==> src/rtl/dual_7seg_scan_driver.sv <==
// ---------------------------------------------------------------------------
// dual_7seg_scan_driver
//
// Converts a 9-bit binary count (normally 0..59) into two BCD digits with a
// repeated-subtraction converter, then time-multiplexes the two digits onto
// a shared 7-segment bus.
//
// Ports:
//   clk       - single clock, all state changes on its rising edge
//   rst       - asynchronous, active-high reset
//   value_in  - binary value to show; values >= 100 display as "--"
//   seg       - segment drive, seg[0]=a .. seg[6]=g (polarity per COMMON_ANODE)
//   dp        - decimal point, held inactive
//   an        - digit enables, an[0]=ones, an[1]=tens (polarity per COMMON_ANODE)
//   tens_bcd  - committed tens digit
//   ones_bcd  - committed ones digit
//   busy      - high while a conversion is in progress
// ---------------------------------------------------------------------------
module dual_7seg_scan_driver #(
    parameter int REFRESH_DIV  = 50000,
    parameter int COMMON_ANODE = 0,
    parameter int BLANK_LZ     = 1
) (
    input  logic       clk,
    input  logic       rst,
    input  logic [8:0] value_in,
    output logic [6:0] seg,
    output logic       dp,
    output logic [1:0] an,
    output logic [3:0] tens_bcd,
    output logic [3:0] ones_bcd,
    output logic       busy
);

    localparam int CW = $clog2(REFRESH_DIV);
    localparam logic [CW-1:0] CNT_LAST = CW'(REFRESH_DIV - 1);

    // Active-low boards see every segment/enable bit inverted.
    localparam logic [6:0] SEG_POL = (COMMON_ANODE != 0) ? 7'h7F : 7'h00;
    localparam logic [1:0] AN_POL  = (COMMON_ANODE != 0) ? 2'b11 : 2'b00;
    localparam logic       DP_POL  = (COMMON_ANODE != 0) ? 1'b1  : 1'b0;

    localparam logic [6:0] SEG_DASH  = 7'h40;
    localparam logic [6:0] SEG_BLANK = 7'h00;

    typedef enum logic {
        IDLE = 1'b0,
        CONV = 1'b1
    } state_t;

    state_t          state_r;
    logic            first_pending_r;
    logic            valid_r;
    logic            ovf_r;       // committed overflow, drives the display
    logic            ovf_pend_r;  // overflow seen at capture, not yet committed
    logic [8:0]      last_value_r;
    logic [8:0]      rem_r;
    logic [3:0]      tens_acc_r;
    logic [CW-1:0]   cnt_r;
    logic            sel_r;
    logic [6:0]      seg_s;
    logic [1:0]      an_s;

    // Active-high gfedcba pattern for one decimal digit.
    function automatic logic [6:0] seg7_encode(input logic [3:0] d);
        logic [6:0] p;
        case (d)
            4'd0:    p = 7'h3F;
            4'd1:    p = 7'h06;
            4'd2:    p = 7'h5B;
            4'd3:    p = 7'h4F;
            4'd4:    p = 7'h66;
            4'd5:    p = 7'h6D;
            4'd6:    p = 7'h7D;
            4'd7:    p = 7'h07;
            4'd8:    p = 7'h7F;
            4'd9:    p = 7'h6F;
            default: p = 7'h00;
        endcase
        return p;
    endfunction

    assign busy = (state_r == CONV);

    // Capture/convert/commit FSM; digits change only on the commit edge.
    always_ff @(posedge clk or posedge rst) begin
        if (rst) begin
            state_r         <= IDLE;
            first_pending_r <= 1'b1;
            valid_r         <= 1'b0;
            ovf_r           <= 1'b0;
            ovf_pend_r      <= 1'b0;
            last_value_r    <= 9'd0;
            rem_r           <= 9'd0;
            tens_acc_r      <= 4'd0;
            tens_bcd        <= 4'd0;
            ones_bcd        <= 4'd0;
        end else begin
            case (state_r)
                IDLE: begin
                    if ((value_in != last_value_r) || first_pending_r) begin
                        rem_r           <= value_in;
                        last_value_r    <= value_in;
                        tens_acc_r      <= 4'd0;
                        first_pending_r <= 1'b0;
                        ovf_pend_r      <= (value_in >= 9'd100);
                        state_r         <= CONV;
                    end
                end
                CONV: begin
                    if (ovf_pend_r) begin
                        ovf_r    <= 1'b1;
                        tens_bcd <= 4'd0;
                        ones_bcd <= 4'd0;
                        valid_r  <= 1'b1;
                        state_r  <= IDLE;
                    end else if (rem_r >= 9'd10) begin
                        rem_r      <= rem_r - 9'd10;
                        tens_acc_r <= tens_acc_r + 4'd1;
                    end else begin
                        tens_bcd <= tens_acc_r;
                        ones_bcd <= rem_r[3:0];
                        ovf_r    <= 1'b0;
                        valid_r  <= 1'b1;
                        state_r  <= IDLE;
                    end
                end
                default: state_r <= IDLE;
            endcase
        end
    end

    // Scan timebase: sel flips each time the slot counter wraps.
    always_ff @(posedge clk or posedge rst) begin
        if (rst) begin
            cnt_r <= '0;
            sel_r <= 1'b0;
        end else if (cnt_r == CNT_LAST) begin
            cnt_r <= '0;
            sel_r <= ~sel_r;
        end else begin
            cnt_r <= cnt_r + 1'b1;
        end
    end

    // Active-high pattern for the slot currently selected.
    always_comb begin
        seg_s = SEG_BLANK;
        an_s  = 2'b00;
        if (!valid_r) begin
            seg_s = SEG_BLANK;
            an_s  = 2'b00;
        end else if (!sel_r) begin
            an_s  = 2'b01;
            seg_s = ovf_r ? SEG_DASH : seg7_encode(ones_bcd);
        end else begin
            an_s = 2'b10;
            if (ovf_r) begin
                seg_s = SEG_DASH;
            end else if ((BLANK_LZ != 0) && (tens_bcd == 4'd0)) begin
                seg_s = SEG_BLANK;
            end else begin
                seg_s = seg7_encode(tens_bcd);
            end
        end
    end

    // Registered pad drive with board polarity applied.
    always_ff @(posedge clk or posedge rst) begin
        if (rst) begin
            seg <= SEG_BLANK ^ SEG_POL;
            an  <= AN_POL;
            dp  <= DP_POL;
        end else begin
            seg <= seg_s ^ SEG_POL;
            an  <= an_s ^ AN_POL;
            dp  <= DP_POL;
        end
    end

endmodule

==> config.mk <==
export PLATFORM = sky130hd
export DESIGN_NAME = dual_7seg_scan_driver
export DESIGN_NICKNAME = d
export VERILOG_FILES = /design/src/rtl/dual_7seg_scan_driver.sv
export SDC_FILE = /design/constraint.sdc
export NUM_CORES = 1
export LEC_CHECK = 0
export CAP_MARGIN = 40
export CORE_AREA = 10 10 64 118
export CTS_CLUSTER_SIZE = 25
export DETAILED_ROUTE_END_ITERATION = 7
export DIE_AREA = 0 0 74 128
export GPL_TIMING_DRIVEN = 0
export PLACE_DENSITY = 0.76
export SLEW_MARGIN = 15
export SYNTH_ARGS = -nofsm -noshare
export SYNTH_HDL_FRONTEND = slang
export SYNTH_SLANG_ARGS = --single-unit
==> constraint.sdc <==
create_clock -name clk -period 2.55 [get_ports clk]
set_input_delay 0.255 -clock clk [delete_from_list [all_inputs] [get_ports clk]]
set_output_delay 0.255 -clock clk [all_outputs]
set_load 0.005 [all_outputs]
Yosys cells after proc, flatten, opt, wreduce, memory -nomap -nowiden
Memory sizes are Yosys's and may differ from the RTL's.
Index checks and enable logic that the tools add are counted.
W data, S select, Z words.
{ "word_totals": {"register_bits": 61, "latchBits": 0, "ramBits": 0, "mem_bits_ro": 224, "out_inout_bits": 19, "n_memories": 2} }
{ "classes": {"add_sub_neg": 3, "multipliers": 0, "n_div": 0, "magnitude_cmp": 2, "eq_ne": 6, "shift": 0, "muxes": 28, "bitwise_logic": 2, "n_reduce_logical": 5} }
{ "memory_table": {"columns": ["name", "words", "width", "read_ports", "rd_clocked_by_memory_dff", "write_ports", "line_no", "rtl"], "rows": [
  ["(no name shown)", 16, 7, 1, 0, 0, "67", "case (d)"],
  ["(no name shown)", 16, 7, 1, 0, 0, "67", null]
]} }
{ "op_table": {"columns": ["op", "count"], "rows": [
  ["$mux W7", 5],
  ["$mux W4", 7],
  ["$mux W9", 3],
  ["$pmux W9 S2", 1],
  ["$add A16 B1 Y16 const B", 1],
  ["$eq A16 B16 Y1 const B", 1],
  ["$mux W16", 1],
  ["$ge A9 B4 Y1 const B", 1],
  ["$ge A9 B7 Y1 const B", 1],
  ["$ne A9 B9 Y1", 1],
  ["$sub A9 B4 Y9 const B", 1],
  ["$pmux W4 S2", 1],
  ["$mux W1", 7],
  ["$ne A2 B2 Y1 const B", 3],
  ["$add A4 B1 Y4 const B", 1],
  ["$logic_not A4 Y1", 1],
  ["$mux W2", 2],
  ["$reduce_and A2 Y1", 2],
  ["$reduce_and A3 Y1", 1],
  ["$ne A2 B1 Y1 const B", 1],
  ["$not A1 Y1", 2],
  ["$pmux W1 S2", 1],
  ["$logic_or A1 B1 Y1", 1]
]} }

Logic depth before layout (Yosys ltp)
Gate-level depths: netlist of run 1.
{ "depth": {"word_depth": 5, "mapped_depth": 8} }

Least setup slack after synthesis of run 1
No wires, ideal clock.
{ "synth_path": {"path_type": "register -> register", "start": "register rem_r[1]", "end": "register rem_r[8]", "t_arrival_ns": 1.789, "slack_ns": 0.639, "path_stages_with_launch": 9, "n_path_buf": 1, "synth_period_minus_slack_ns": 1.911, "path_cell_list": "dfrtp_1 -> inv_1 -> ha_1 -> nand2b_1 -> clkbuf_1 -> a41oi_2 -> nor2_1 -> or3b_1 -> o221a_2"} }
{ "synth_between": {"elab_chain_cells": 4, "word_cells_on_any_way": 7, "cone_classes": "add/sub: 1; order compare: 1; eq/ne: 1; mux: 3; reduce/logical: 1"} }
{ "synth_lines": {"columns": ["element", "line_no", "rtl"], "rows": [
  ["start, declared", "57", "logic [8:0] rem_r;"],
  ["start signal, assigned", "102", "rem_r <= value_in;"],
  ["start signal, assigned", "118", "rem_r <= rem_r - 9'd10;"],
  ["$sub A9 B4 Y9", "118", null],
  ["$mux W9", "117", "end else if (rem_r >= 9'd10) begin"],
  ["$mux W9", "111", "if (ovf_pend_r) begin"],
  ["$pmux W9 S2", "99", "case (state_r)"]
]} }
Several ways; a longest one is shown, not always the timed one. The select of a mux whose other input is x is not followed.
A chain may end at the register's enable or synchronous reset.

Worst setup path after layout of run 1
Same ends and word-level chain as after synthesis.

==> impl_metrics.toml, run 1 <==
[power_and_ir_drop]
p_clk_frac = 0.328
ir_worst_vdd_v = 0.000873
p_leak_nw = 1.67
p_sw_frac = 0.318
pwr-share-seq = 0.370
cellPowerDensity_mw_per_mm2 = 994
p_comb_frac = 0.301
internal-power_mw = 2.57
p_switching_mw = 1.20
power_mw = 3.77

[worst_setup_path]
cp_slowest_stage_delay_ns = 0.41
crit_chain = "inv_1 -> ha_1 -> nand2b_1 -> clkbuf_1 -> a41oi_2 -> nor2_1 -> or3b_1 -> o221a_2"
crit_family = "simple AND/OR/NAND/NOR gates"
worst-path-buf-inv = 2
slowest_stage = "dfrtp_1"
crit_fanout = 7
endpoint_kind = "flop"
critPathLaunchType = "flop"
rr_worst_depth = 8
worstSetupPathType = "flop to flop"
worstPathRequired_ns = 2.76
reg2reg_from = "rem_r[1]"
r2r_setup_slack_ns = 0.32
r2r_end = "rem_r[8]"
cp.arrival_ns = 2.44

[placement]
post-place-cells = 379
hpwl_um = 4740
portBuffers = 28
routabilityCongestion = 0.827

[timing]
tightestPinTransition_ns = 0.728
setup-tns-final_ns = 0
fmax_ghz = 0.449
maxSlewHeadroom = 0.515
fin_crit_ns = 2.23
post-route-period-util = 0.874
setup_viol = 0
rsz0062_at_grt = "false"
final_max_slew_viol_count = 0
hold_viol_final = 0
finalClockSkew_ns = 0.00426
hold_slack_ns = 0.413

[routing]
drcViolationCount = 0
vias = 2332
first_pass_iters = 4
drt-total-wl_um = 6560
drt_iter0_drc = 177
vias_per_cell = 5.90
postRouteAntennaNets = 0
wl_per_cell_um = 16.6

[grt]
antenna_found_initial = 0
globalRoute.totalOverflow = 0
gr-usage-all-layers = 0.148
grt_pass1_wl_um = 11000
grt_max_degree = 62
grt_pass1_vias = 2366

[final_layout]
final_common_cell = "dfrtp_1"
fin_util = 0.664
final_cell_mix = "dfrtp_1 (60), clkdlybuf4s50_1 (28), nor2_1 (26), xnor2_1 (17), nand2_1 (17)"
area_growth_pct = 21.5
fin_cells = 395
drive_gt1_frac = 0.123
num_antenna_cells = 0
fin_nets = 353

[yosys]
async_flop_share = 1.00
synth_nets = 314
yosys_warnings = 0
synth_area_leaders = "dfrtp_1 (48%), ha_1 (5.2%), xnor2_1 (4.8%)"
syn_area_mm2 = 0.00312
synth_area_per_cell_um2 = 10.8
yosys_most_used_dff = "dfrtp_1"
synth_edf_count = 0
synth_top_area_share = 0.481
yosys.area.top_type = "dfrtp_1"
synth-seq-cells = 61
synthDistinctLibCells = 55
ys_seq_area_frac = 0.489
syn_inst = 290

[die]
core_area_mm2 = 0.00571
dieWidth_um = 74
initial_utilization = 0.547
ioPinCount = 30
dieArea_mm2 = 0.00947
dieHeight_um = 128
num_rows = 39

[clocking]
clock_sinks = 61
cts_tree = "yes"
cts.reportedPaths.clkPinSlew_ns = 0.05
post_cts_resized = 0
cts_made_buffers = 9
clock_path_buffers = 2
ctsRootBufferMaster = "clkbuf_16"
clk_latency_ns = 0.33
cts_hold_buf = 0
cts_setup_buffers = 0
htreeDepth = 3

[run]
drv_cap = 0

[worst_hold_path]
hold_path_class = "primary input to asynchronous set/reset pin"

[run_status]
status = "finished, final reports clean"
## cells by family after synthesis
logic type / count (synthesis) / share of synthesized area
AOI/OAI and AO/OA: 54 / 0.133
other: 1 / 0.00120
buffers and inverters: 23 / 0.0320
DFF: 61 / 0.489
xor gates and xnor gates: 26 / 0.0729
and+or+nand+nor: 95 / 0.161
muxes: 17 / 0.0585
adders and majority gates: 13 / 0.0521
## power groups by stage
stage,clock (mW),sequential [mW],combinational [mW]
floorplan,0,1.37,0.821
global placement,0,1.39,1.09
detailed placement,0,1.41,1.13
CTS,1.25,1.39,1.14
global route,1.29,1.43,1.25
finish,1.24,1.40,1.14
## metal layers
| metal | GRT usage | vias up | share of wire |
|---|---|---|---|
| met5 | 0 | - | 0 |
| met4 | 0.0893 | 0 | 0.029 |
| met3 | 0.0333 | 14 | 0.045 |
| met2 | 0.268 | 48 | 0.56 |
| met1 | 0.143 | 1151 | 0.36 |
| li1 | - | 1119 | - |
## synthesized netlist by cell type (all sizes together) (2+ instances only)
cell     n
a211oi   3
a21oi    8
a22o     7
a311oi   2
a31oi    4
a41oi    3
and2     5
and3     3
buf      4
clkbuf   3
dfrtp   60
ha      13
inv     16
mux2    10
mux2i    7
nand2   18
nand2b   8
nand3   10
nand4    7
nor2    26
nor2b    3
nor3     5
nor3b    2
o21ai    9
o221a    3
o221ai   2
o311ai   2
o31ai    2
o32ai    2
or3      3
xnor2   17
xor2     9
## state kept, by name, summed over array words and instances, names as in the netlist
register	count
an	2
busy	1
cnt_r	16
first_pending_r	1
last_value_r	9
ones_bcd	4
ovf_pend_r	1
ovf_r	1
rem_r	9
seg	7
sel_r	1
tens_acc_r	4
tens_bcd	4
valid_r	1
## per-stage QoR
| stage | cell area [µm²] | setup slack (ns) |
|---|---|---|
| 2_1_floorplan | 3120 | 0.639 |
| 3_3_place_gp | 3480 | -0.244 |
| 3_5_place_dp | 3480 | 0.265 |
| 4_1_cts | 3790 | 0.334 |
| 5_1_grt | 3790 | 0.119 |
| 6_report | 3790 | 0.321 |
## layout make-up
type / instances / area (µm²)
clock buffers: 12 / 267
well taps: 61 / 76.3
flip-flops and latches: 61 / 1530
inverters: 16 / 62.6
repair buffers: 28 / 280
multi-input cells: 206 / 1500
clock inverters: 4 / 45.0
fillers: 453 / 1920
plain buffers: 7 / 40.0
## worst reg2reg max path: stages, from the launching register on
cell and delay (ns):
dfrtp_1 0.41, inv_1 0.09, ha_1 0.22, nand2b_1 0.14
clkbuf_1 0.19, a41oi_2 0.36, nor2_1 0.18, or3b_1 0.41
o221a_2 0.13
## worst max path at each step
stage	start	endpoint	slack, ns	depth (start not counted)
global placement	rst	tens_acc_r[1]	-0.24	2
detailed placement	value_in[2]	rem_r[1]	0.26	8
finish	rem_r[1]	rem_r[8]	0.32	8
CTS	rem_r[1]	rem_r[8]	0.33	8
global route	rem_r[1]	rem_r[8]	0.12	8
floorplan	rem_r[1]	rem_r[8]	0.64	8
Power figures use the tool's default switching activity.
==> run 2: changes to the inputs <==
ABC_CLOCK_PERIOD_IN_PS = 2550   (was unset)
==> results of run 2 <==
Final layout, timing and power as in run 1 (identical DEF).
==> run 3: changes to the inputs <==
MAX_ROUTING_LAYER = met4   (was unset)
==> impl_metrics.toml, run 3 (same netlist as run 1, synthesis figures left out) <==
[run_status]
status = "finished, final reports clean"

[worst_setup_path]
cp.arrival_ns = 2.44
worstPathRequired_ns = 2.76
endpoint_kind = "flop"
r2r_setup_slack_ns = 0.32
worstSetupPathType = "flop to flop"
crit_fanout = 7
worstSetupEndpoint = "rem_r[8]"
reg2reg_from = "rem_r[1]"
r2r_end = "rem_r[8]"
rr_worst_depth = 8
startpoint = "rem_r[1]"
critPathLaunchType = "flop"

[timing]
setup_viol = 0
final_max_slew_viol_count = 0
tightestPinTransition_ns = 0.735
hold_viol_final = 0
maxSlewHeadroom = 0.510
fmax_ghz = 0.448
fin_crit_ns = 2.23
finalClockSkew_ns = 0.00355
hold_slack_ns = 0.416
post-route-period-util = 0.875
rsz0062_at_grt = "false"

[routing]
vias_per_cell = 5.84
vias = 2308
drt_iter0_drc = 176
drt-total-wl_um = 6570
postRouteAntennaNets = 0
drcViolationCount = 0
first_pass_iters = 4
wl_per_cell_um = 16.6

[final_layout]
reg_top3 = "cnt_r (16), last_value_r (9), rem_r (9)"
final_cell_area_mm2 = 0.00379
num_antenna_cells = 0
fin_util = 0.664
top_register = "cnt_r"
area_growth_pct = 21.5
drive_gt1_frac = 0.123
fin_nets = 353
final_common_cell = "dfrtp_1"
largest_reg_flops = 16
final_cell_mix = "dfrtp_1 (60), clkdlybuf4s50_1 (28), nor2_1 (26), xnor2_1 (17), nand2_1 (17)"

[die]
dieWidth_um = 74
dieArea_mm2 = 0.00947
ioPinCount = 30
num_rows = 39
initial_utilization = 0.547
dieHeight_um = 128
core_area_mm2 = 0.00571

[placement]
routabilityCongestion = 0.839
hpwl_um = 4740
portBuffers = 28
place_area_mm2 = 0.00348

[clocking]
clock_path_buffers = 2
clk_latency_ns = 0.32
cts_made_buffers = 9
htreeDepth = 3
ctsRootBufferMaster = "clkbuf_16"
cts_setup_buffers = 0
cts_hold_buf = 0
post_cts_resized = 0
clock_sinks = 61
cts.reportedPaths.clkPinSlew_ns = 0.05
cts_tree = "yes"

[worst_hold_path]
hold_path_class = "primary input to asynchronous set/reset pin"

[grt]
antenna_found_initial = 0
gr-usage-all-layers = 0.153
grt_pass1_wl_um = 11000
grt_max_degree = 62
grt_pass1_vias = 2359
globalRoute.totalOverflow = 0

[power_and_ir_drop]
power_mw = 3.77
cellPowerDensity_mw_per_mm2 = 993
ir_worst_vdd_v = 0.000873
p_leak_nw = 1.67

[run]
drv_cap = 0
==> run 3: cell counts in the layout (fill, tap and decap cells not counted) <==
Identical to the previous run, type by type.
==> run 3: routing by layer <==
metal | routed length (µm) | part of all wire | vias up | GRT usage
met5 | 0 | 0 | - | -
met4 | 167 | 0.025 | 0 | 0.0827
met3 | 277 | 0.042 | 16 | 0.0388
met2 | 3710 | 0.56 | 43 | 0.268
met1 | 2420 | 0.37 | 1131 | 0.144
li1 | - | - | 1118 | -
==> run 3: layout make-up <==
class / count / area, µm²
Fill cell: 453 / 1920
Sequential cell: 61 / 1530
Multi-Input combinational cell: 206 / 1500
Timing Repair Buffer: 28 / 280
Clock buffer: 12 / 267
Tap cell: 61 / 76.3
Inverter: 16 / 62.6
Clock inverter: 4 / 45.0
Buffer: 7 / 40.0
==> run 3: how the worst min path moves through the flow <==
stage | slack, ns | cells after the start | startpoint | to
CTS | 0.44 | 2 | rst | cnt_r[6]
finish | 0.42 | 2 | rst | cnt_r[6]
detailed placement | 0.48 | 1 | first_pending_r | first_pending_r
global placement | 0.48 | 1 | cnt_r[0] | cnt_r[0]
floorplan | 0.41 | 1 | value_in[1] | last_value_r[1]
global route | 0.47 | 2 | rst | cnt_r[7]
==> run 3: worst max-delay path, stage by stage, from the launching register on <==
cell	delay, ns
dfrtp_1	0.41
inv_1	0.09
ha_1	0.21
nand2b_1	0.14
clkbuf_1	0.19
a41oi_2	0.36
nor2_1	0.18
or3b_1	0.41
o221a_2	0.13
==> run 3: through the flow <==
| step | TNS (ns) | worst slack, ns | std cells |
|---|---|---|---|
| global placement | -14.40 | -0.244 | 379 |
| floorplan | 0 | 0.639 | 290 |
| finish | 0 | 0.320 | 395 |
| detailed placement | 0 | 0.265 | 379 |
| CTS | 0 | 0.334 | 395 |
| global route | 0 | 0.119 | 395 |
==> run 3: power breakdown <==
group	total, mW	internal (mW)	switching [mW]
Combinational	1.13	0.545	0.589
Clock	1.24	0.829	0.407
Sequential	1.40	1.20	0.200
Total	3.77	2.57	1.20
